## config.mk

```make
export PLATFORM = sky130hd
export DESIGN_NAME = memory_access
export DESIGN_NICKNAME = d
export VERILOG_FILES = /design/src/rtl/instruction_pkg.sv /design/src/rtl/lsu_align.sv /design/src/rtl/memory_access.sv
export SDC_FILE = /design/constraint.sdc
export NUM_CORES = 1
export LEC_CHECK = 0
export CORE_MARGIN = 4
export CORE_UTILIZATION = 30
export DETAILED_ROUTE_END_ITERATION = 6
export PLACE_DENSITY = 0.62
export SLEW_MARGIN = 20
export SYNTH_ARGS = -nofsm -noshare
export SYNTH_HDL_FRONTEND = slang
export SYNTH_SLANG_ARGS = --single-unit
```

## constraint.sdc

```tcl
create_clock -name clk -period 3.4 [get_ports clk]
set_clock_uncertainty 0.05 [all_clocks]
set_input_delay 0.51 -clock clk [delete_from_list [all_inputs] [get_ports clk]]
set_output_delay 0.51 -clock clk [all_outputs]
set_load 0.03 [all_outputs]
```

## src/rtl/instruction_pkg.sv

```systemverilog
// rtl/instruction_pkg.sv - memory-stage opcode encodings, bus FSM state type and decode helper
package instruction_pkg;

   localparam logic [3:0] MINST_LB   = 4'b0000;
   localparam logic [3:0] MINST_LH   = 4'b0001;
   localparam logic [3:0] MINST_LW   = 4'b0010;
   localparam logic [3:0] MINST_LBU  = 4'b0100;
   localparam logic [3:0] MINST_LHU  = 4'b0101;
   localparam logic [3:0] MINST_SB   = 4'b1000;
   localparam logic [3:0] MINST_SH   = 4'b1001;
   localparam logic [3:0] MINST_SW   = 4'b1010;
   localparam logic [3:0] MINST_NONE = 4'b1100;

   typedef enum logic [1:0] {
      M_IDLE = 2'd0,
      M_REQ  = 2'd1,
      M_RESP = 2'd2
   } mem_state_t;

   // Only the eight defined load/store codes touch the bus; everything else is not a memory op.
   function automatic logic minst_is_mem(input logic [3:0] minst);
      case (minst)
         MINST_LB, MINST_LH, MINST_LW, MINST_LBU, MINST_LHU,
         MINST_SB, MINST_SH, MINST_SW: return 1'b1;
         default:                      return 1'b0;
      endcase
   endfunction

endpackage

```

## src/rtl/lsu_align.sv

```systemverilog
// rtl/lsu_align.sv - store lane replication / byte enables and load byte-half extraction with extension
module lsu_align (
   input  logic [2:0]  funct3,
   input  logic [1:0]  addr_lo,
   input  logic [31:0] store_data,
   input  logic [31:0] load_word,
   output logic [3:0]  be,
   output logic [31:0] wdata,
   output logic [31:0] load_data
);

   logic [7:0]  lb;
   logic [15:0] lh;

   always_comb begin
      case (funct3[1:0])
         2'b00: begin
            be    = 4'b0001 << addr_lo;
            wdata = {4{store_data[7:0]}};
         end
         2'b01: begin
            be    = addr_lo[1] ? 4'b1100 : 4'b0011;
            wdata = {2{store_data[15:0]}};
         end
         default: begin
            be    = 4'b1111;
            wdata = store_data;
         end
      endcase

      lb = load_word[{addr_lo, 3'b000} +: 8];
      lh = addr_lo[1] ? load_word[31:16] : load_word[15:0];
      case (funct3)
         3'b000:  load_data = {{24{lb[7]}}, lb};
         3'b001:  load_data = {{16{lh[15]}}, lh};
         3'b100:  load_data = {24'h000000, lb};
         3'b101:  load_data = {16'h0000, lh};
         default: load_data = load_word;
      endcase
   end

endmodule

```

## src/rtl/memory_access.sv

```systemverilog
// rtl/memory_access.sv - M stage: registers execution result, runs one data-bus access per instruction, drives writeback
module memory_access
   import instruction_pkg::*;
#(
   parameter bit CHECK_ALIGN = 1'b1
) (
   input  logic        clk,
   input  logic        reset_n,
   input  logic        rdm_v,
   input  logic [4:0]  rd,
   input  logic [3:0]  minst,
   input  logic [31:0] rd_data,
   input  logic [31:0] rs2_data,
   output logic        hazard_m,
   output logic        dmem_req,
   output logic        dmem_we,
   output logic [31:0] dmem_addr,
   output logic [3:0]  dmem_be,
   output logic [31:0] dmem_wdata,
   input  logic        dmem_gnt,
   input  logic        dmem_rvalid,
   input  logic [31:0] dmem_rdata,
   output logic        wb_v,
   output logic [4:0]  wb_rd,
   output logic [31:0] wb_data,
   output logic        misalign,
   output logic [31:0] misalign_addr
);

   logic        m_rdm_v_q, m_rdm_v_d;
   logic [4:0]  m_rd_q, m_rd_d;
   logic [3:0]  m_minst_q, m_minst_d;
   logic [31:0] m_addr_q, m_addr_d;
   logic [31:0] m_sdata_q, m_sdata_d;
   mem_state_t  state_q, state_d;
   logic        wb_v_q, wb_v_d;
   logic [4:0]  wb_rd_q, wb_rd_d;
   logic [31:0] wb_data_q, wb_data_d;
   logic        misalign_q, misalign_d;
   logic [31:0] misalign_addr_q, misalign_addr_d;

   logic        m_mem, m_store, m_nonmem, m_aligned, m_go, resp_done;
   logic [3:0]  lane_be;
   logic [31:0] lane_wdata, load_data;

   lsu_align u_align (
      .funct3     (m_minst_q[2:0]),
      .addr_lo    (m_addr_q[1:0]),
      .store_data (m_sdata_q),
      .load_word  (dmem_rdata),
      .be         (lane_be),
      .wdata      (lane_wdata),
      .load_data  (load_data)
   );

   always_comb begin
      m_mem    = minst_is_mem(m_minst_q);
      m_store  = m_minst_q[3];
      m_nonmem = (m_minst_q[3:2] == 2'b11);
      case (m_minst_q[1:0])
         2'b01:   m_aligned = !CHECK_ALIGN || !m_addr_q[0];
         2'b10:   m_aligned = !CHECK_ALIGN || (m_addr_q[1:0] == 2'b00);
         default: m_aligned = 1'b1;
      endcase
      m_go = m_mem && m_aligned;
   end

   always_ff @(posedge clk or negedge reset_n) begin
      if (!reset_n) state_q <= M_IDLE;
      else          state_q <= state_d;
   end

   always_comb begin
      state_d = state_q;
      case (state_q)
         M_IDLE, M_REQ: begin
            if (!m_go)          state_d = M_IDLE;
            else if (!dmem_gnt) state_d = M_REQ;
            else                state_d = m_store ? M_IDLE : M_RESP;
         end
         M_RESP:  if (dmem_rvalid) state_d = M_IDLE;
         default: state_d = M_IDLE;
      endcase
   end

   // Stall is released combinationally on the completing cycle so the next op is captured on that edge.
   always_comb begin
      resp_done  = (state_q == M_RESP) && dmem_rvalid;
      dmem_req   = m_go && (state_q != M_RESP);
      dmem_we    = dmem_req && m_store;
      dmem_addr  = dmem_req ? {m_addr_q[31:2], 2'b00} : 32'h0;
      dmem_be    = dmem_req ? lane_be : 4'h0;
      dmem_wdata = dmem_we ? lane_wdata : 32'h0;
      hazard_m   = m_go && !(m_store && dmem_gnt) && !resp_done;

      wb_v_d    = 1'b0;
      wb_rd_d   = wb_rd_q;
      wb_data_d = wb_data_q;
      if (resp_done) begin
         wb_v_d = m_rdm_v_q;
         if (m_rdm_v_q) begin
            wb_rd_d   = m_rd_q;
            wb_data_d = load_data;
         end
      end else if (m_nonmem) begin
         wb_v_d = m_rdm_v_q;
         if (m_rdm_v_q) begin
            wb_rd_d   = m_rd_q;
            wb_data_d = m_addr_q;
         end
      end

      misalign_d      = m_mem && !m_aligned;
      misalign_addr_d = misalign_d ? m_addr_q : misalign_addr_q;

      m_rdm_v_d = m_rdm_v_q;
      m_rd_d    = m_rd_q;
      m_minst_d = m_minst_q;
      m_addr_d  = m_addr_q;
      m_sdata_d = m_sdata_q;
      if (!hazard_m) begin
         m_rdm_v_d = rdm_v;
         m_rd_d    = rd;
         m_minst_d = minst;
         m_addr_d  = rd_data;
         m_sdata_d = rs2_data;
      end
   end

   always_ff @(posedge clk or negedge reset_n) begin
      if (!reset_n) begin
         m_rdm_v_q       <= 1'b0;
         m_rd_q          <= 5'd0;
         m_minst_q       <= MINST_NONE;
         m_addr_q        <= 32'h0;
         m_sdata_q       <= 32'h0;
         wb_v_q          <= 1'b0;
         wb_rd_q         <= 5'd0;
         wb_data_q       <= 32'h0;
         misalign_q      <= 1'b0;
         misalign_addr_q <= 32'h0;
      end else begin
         m_rdm_v_q       <= m_rdm_v_d;
         m_rd_q          <= m_rd_d;
         m_minst_q       <= m_minst_d;
         m_addr_q        <= m_addr_d;
         m_sdata_q       <= m_sdata_d;
         wb_v_q          <= wb_v_d;
         wb_rd_q         <= wb_rd_d;
         wb_data_q       <= wb_data_d;
         misalign_q      <= misalign_d;
         misalign_addr_q <= misalign_addr_d;
      end
   end

   assign wb_v          = wb_v_q;
   assign wb_rd         = wb_rd_q;
   assign wb_data       = wb_data_q;
   assign misalign      = misalign_q;
   assign misalign_addr = misalign_addr_q;

endmodule

```

==> reports/results.ini, run 1 <==
[global_route]
grt_start_max_net_pins=72
grt_pass1_vias=6094
grtUsageTotal=0.181
antenna_found_initial=2
overflow=0
grt_pass1_wl_um=37100

[critical_path]
ff2ff_path_depth=5
crit_type=flip-flop to output pin
startpoint_type=flip-flop
cp-end-kind=output pin
rrSetupSlack_ps=790
cp_max_fo=24
reg2reg_to=wb_data[6]
cp_data_arrival_time_ps=2560
rr_startpoint=m_minst_q[1]
critPathRequiredTime_ps=2840

[timing]
relSlewSlack=0.494
max_freq_mhz=321
setup_violations=0
timing.final.crit_share=0.917
drv_slew=0
setup_tns_ps=0
period_needed_ps=3120
rsz0062_at_grt=false
tightest_slew_ps=740
hold_viol=0

[synthesis]
yosysTopAreaCell=dfrtp_1
yosys_most_used_dff=dfrtp_1
yosys.cell_count.top_type=dfrtp_1
synth.distinct_cells=44
synth_top_family_by_area=multiplexers
synthAdderAreaFrac=0.00853
synth_seq_cells=147
async_reset_ff_frac=1.00
ys_top_cells_by_area=dfrtp_1 (49%), mux2_4 (10%), mux2_2 (8.7%)
synth_xor_area_frac=0
synth_top_area_frac=0.495
ys_warn_count=0
synth-compound-area-share=0.136
yosys.area_share.simple=0.0962
netlist_top_cells_count=dfrtp_1 (145), mux2_2 (57), a21oi_1 (53)
syn-cell-area_um2=7340
synth_cells=626
ys_seq_area_frac=0.502
muxShareOfSynthArea=0.214
syn_area_per_cell_um2=11.7
synth_edf_count=0

[place]
dp_hpwl_um=18500
io_buffers=249
gp_congestion=0.791

[pwr]
ir_worst_vdd_mv=0.674
p_leak_nw=4.76
powerDensity_nw_per_um2=1330
finalPower_w=0.0141

[floorplan]
die_w_um=164
core-area_um2=23800
start_util=0.309
die_h_um=164
io_pins=252
fp-row-count=56
dieArea_um2=27000

[drt]
drt_wl_total_um=24900
drc=0
vias=5932
final_antenna_net_count=0
first_pass_iters=5
routedWlPerCell_um=20.8
drtIter0Drc=306
viasPerCell=4.96

[cells_and_area]
areaGrowthSynthToFinish_pct=45.3
fillers=2232
layout-drive-gt1-share=0.268
fin_nets=979

[outcome]
status=complete, no violations

[cts]
insertion_delay_ps=420
postCtsResizedCells=0
cts_buffer_depth=2
clkTransAtPathRegs_ps=60
cts_setup_buffers=0
cts_buffers=17
clockRootBuffer=clkbuf_16
tritoncts=yes
postCtsHoldBufs=0
cts_sinks=147
cts_max_level=4

[job]
cap_violations=0

[hold_path]
hold_class=primary input to async pin

[per-stage QoR]
stage	utilization	area [um2]	std cells	setup slack (ps)	hold slack, ps
3_3_place_gp	0.423	10000	1164	714	412
5_1_grt	0.449	10700	1197	104	88.3
4_1_cts	0.449	10700	1196	254	71.8
6_report	0.449	10700	1197	282	43.2
3_5_place_dp	0.423	10000	1164	655	413
2_1_floorplan	-	7340	627	221	164
[layer usage]
| metal | GRT usage | up-vias | routed length (um) |
|---|---|---|---|
| met4 | 0.0333 | 2 | 135 |
| met1 | 0.231 | 2948 | 10400 |
| met3 | 0.0656 | 14 | 2280 |
| li1 | - | 2733 | - |
| met2 | 0.301 | 235 | 12100 |
| met5 | 0 | - | 13 |
[worst max path at each step]
stage,slack [ps],endpoint,cells after the start,start
after floorplan,220,dmem_wdata[28],7,m_minst_q[1]
final,280,dmem_wdata[25],6,m_minst_q[1]
after global routing,100,dmem_wdata[26],6,m_minst_q[1]
after CTS,250,dmem_be[3],8,m_minst_q[0]
after detailed placement,650,wb_data[15],6,dmem_rvalid
after global placement,710,m_sdata_q[25],6,dmem_rvalid
[state kept, by name, summed over array words and instances, names as in the netlist, 2 cells and up]
signal and cells:
misalign_addr 32, m_rd_q 5, state_q 2, wb_rd 5, wb_data 32, m_sdata_q 32
m_minst_q 4, m_addr_q 32
[cells by family after synthesis]
family,Yosys count
AOI/OAI and AO/OA,151
and+or+nand+nor,136
buffers and inverters,61
adders and majority gates,5
other,1
DFF,147
muxes,125
[worst max-delay path, stage by stage, from the launching register on]
cell and delay (ps):
dfrtp_1 440, inv_1 120, ha_1 520, buf_4 370, a311oi_1 150, a211oi_1 310
buf_4 230
[area by class of cell]
class | instances | area, um2 | area share
clock buffers | 20 | 437 | 0.0410
multi-input cells | 419 | 3350 | 0.315
inverters | 10 | 37.5 | 0.00352
flip-flops and latches | 147 | 3680 | 0.345
repair buffers | 269 | 2570 | 0.241
diodes | 1 | 2.50 | 0.000235
well taps | 319 | 399 | 0.0374
clock inverters | 12 | 178 | 0.0167
[report_power, final]
part	total, W	internal [W]	switching (W)
combinational	0.00867	0.00388	0.00478
clock	0.00201	0.00123	0.000780
sequential	0.00345	0.00268	0.000772
total	0.0141	0.00780	0.00634
[layout by cell type, fill, tap and decap left out, drive strengths merged, types with 17 or more instances in the layout]
cell and instances:
mux2i 19, a21oi 54, mux2 106, buf 90
nor2 26, o21ai 17, nand2 34, dfrtp 145
o22ai 20, and2 32, clkdlybuf4s50 179, clkbuf 20
Power figures use the tool's default switching activity.
==> run 2: changes to the inputs <==
--- a/config.mk
+++ b/config.mk
@@ -8,7 +8,9 @@
 export CORE_MARGIN = 4
 export CORE_UTILIZATION = 30
 export DETAILED_ROUTE_END_ITERATION = 6
+export HOLD_SLACK_MARGIN = 0.15
 export PLACE_DENSITY = 0.62
+export REMOVE_ABC_BUFFERS = 1
 export SLEW_MARGIN = 20
 export SYNTH_ARGS = -nofsm -noshare
 export SYNTH_HDL_FRONTEND = slang
==> run 2 against run 1 <==
  * Non-clock buffer count rose by 2
  * Critical path type unchanged
  * Clock power shrank 14%
  * Maximum frequency shrank 4.1%
  * Critical endpoint is now dmem_addr[5]
  * Cell area shrank 0.61%
  * Largest cell class unchanged
==> reports/results.ini, run 2 (same netlist as run 1, synthesis figures left out) <==
[outcome]
status=complete, no violations

[global_route]
met2_usage=0.285  ; -0.0161
use_met3=0.0402  ; -0.0255
grt_start_max_net_pins=86  ; +19%
grt_pass1_wl_um=35700  ; -3.9%
top_usage_layer=met2
grtUsageTotal=0.172  ; -0.00888
overflow=0  ; unchanged
antenna_found_initial=1  ; -1
grt_pass1_vias=6053  ; -0.67%
grtUsageMet1=0.223  ; -0.00794

[cts]
cts_sinks=147  ; unchanged
insertion_delay_ps=420  ; about the same
cts_max_level=4  ; unchanged
postCtsResizedCells=0  ; unchanged
postCtsHoldBufs=0  ; unchanged
clockRootBuffer=clkbuf_16
cts_setup_buffers=0  ; unchanged
cts_buffer_depth=2  ; unchanged
tritoncts=yes
clkTransAtPathRegs_ps=60  ; about the same
cts_buffers=17  ; unchanged

[timing]
setup_tns_ps=0  ; unchanged
setup_violations=0  ; unchanged
drv_slew=0  ; unchanged
period_needed_ps=3250  ; +133 ps
relSlewSlack=0.433  ; -0.0612
max_freq_mhz=308  ; -4.1%
tightest_slew_ps=851  ; +111 ps
timing.final.crit_share=0.956  ; +0.0390
hold_viol=0  ; unchanged
rsz0062_at_grt=false

[pwr]
p_clk_frac=0.126  ; -0.017
powerDensity_nw_per_um2=1300  ; -2.0%
ir_worst_vdd_mv=0.531  ; -21%
pwr-share-comb=0.628  ; +0.015
swShare=0.456  ; +0.00788
seqPwrFrac=0.246  ; +0.002
p_switching_w=0.00628  ; -0.89%
internal_power_w=0.00749  ; -4.0%
p_leak_nw=4.73  ; -0.74%

[drt]
drc=0  ; unchanged
first_pass_iters=4  ; -1
viasPerCell=4.87  ; -1.7%
routedWlPerCell_um=19.6  ; -5.7%
vias=5834  ; -1.7%
drt_wl_total_um=23500  ; -5.7%
drtIter0Drc=324  ; +5.9%
final_antenna_net_count=0  ; unchanged

[place]
gp_congestion=0.751  ; -5.0%
io_buffers=249  ; unchanged
placedCellCount=1166  ; +0.17%
dp_hpwl_um=17300  ; -6.5%

[floorplan]
core-area_um2=23800  ; unchanged
io_pins=252  ; unchanged
die_w_um=164  ; unchanged
start_util=0.309  ; unchanged
fp-row-count=56  ; unchanged
dieArea_um2=27000  ; unchanged
die_h_um=164  ; unchanged

[cells_and_area]
most-common-layout-cells=clkdlybuf4s50_1 (179), dfrtp_1 (145), buf_4 (83)
areaGrowthSynthToFinish_pct=44.4
final_common_cell=clkdlybuf4s50_1
layout-drive-gt1-share=0.272  ; +0.00394
fin_nets=981  ; +0.20%
antennaDiodeCount=0  ; -1
instances_no_fill=1198  ; +0.084%

[job]
cap_violations=0  ; unchanged

[critical_path]
startpoint_type=flip-flop
critPathRequiredTime_ps=2840  ; about the same
cp_data_arrival_time_ps=2690  ; +130 ps
crit_type=flip-flop to output pin
cp_max_fo=25  ; +4.2%
cp-end-kind=output pin

[hold_path]
hold_class=primary input to async pin

-- run 2: cell count changes in the layout (fill, tap and decap cells not counted) --
| cell | previous run | this run |
|---|---|---|
| bufinv_16 | 4 | 0 |
| clkbuf_1 | 3 | 1 |
| diode_2 | 1 | 0 |
| inv_8 | 0 | 1 |
| clkinvlp_4 | 1 | 5 |
| clkinv_4 | 1 | 3 |
| buf_4 | 81 | 83 |
| inv_6 | 3 | 2 |
-- run 2: worst max-delay path, stage by stage (launching register included) --
cell and delay [ps]:
dfrtp_1 540, ha_1 230, inv_1 60, o311ai_4 350, and3_2 550, buf_12 220
and2_1 190, buf_12 130
-- run 2: worst paths after layout --
path	startpoint	depth (start not counted)	endpoint	slack (ps)
setup / recovery	m_minst_q[1]	7	dmem_addr[5]	150
hold / removal	reset_n	1	m_sdata_q[7]	100
setup reg to reg	m_minst_q[1]	5	wb_data[3]	730
max in group asynchronous	reset_n	2	misalign_addr[1]	2390
hold reg to reg	m_rd_q[4]	2	wb_rd[4]	420
min in group clk	m_rd_q[4]	2	wb_rd[4]	420
-- run 2: per-layer routing --
metal	part of all wire	vias to the layer above	wire, um
met1	0.44	2893	10300
li1	-	2736	-
met2	0.48	171	11300
met5	0.00047	-	11
met3	0.055	32	1300
met4	0.023	2	540
-- run 2: layout make-up --
class	count	area, um2
Tap cell	319	399
Fill cell	2222	13200
Multi-Input combinational cell	419	3350
Sequential cell	147	3680
Clock inverter	14	108
Clock buffer	18	429
Inverter	10	37.5
Timing Repair Buffer	271	2590
-- run 2: metrics by stage --
step | hold WS (ps) | setup WS, ps | total power (W) | util | area, um2
6_report | 98.4 | 149 | 0.0138 | 0.446 | 10600
5_1_grt | 156 | 26.2 | 0.0146 | 0.446 | 10600
4_1_cts | 160 | 131 | 0.0139 | 0.446 | 10600
3_5_place_dp | 402 | 593 | 0.0121 | 0.423 | 10100
3_3_place_gp | 402 | 659 | 0.0120 | 0.423 | 10100
2_1_floorplan | 164 | -735 | 0.00887 | - | 7060
-- run 2: power by group through the flow --
stage	Combinational [W]	Sequential [W]	Clock, W
final	0.00864	0.00339	0.00173
after global routing	0.00919	0.00353	0.00187
after detailed placement	0.00871	0.00343	0
after global placement	0.00865	0.00340	0
after CTS	0.00874	0.00340	0.00178
after floorplan	0.00476	0.00411	0
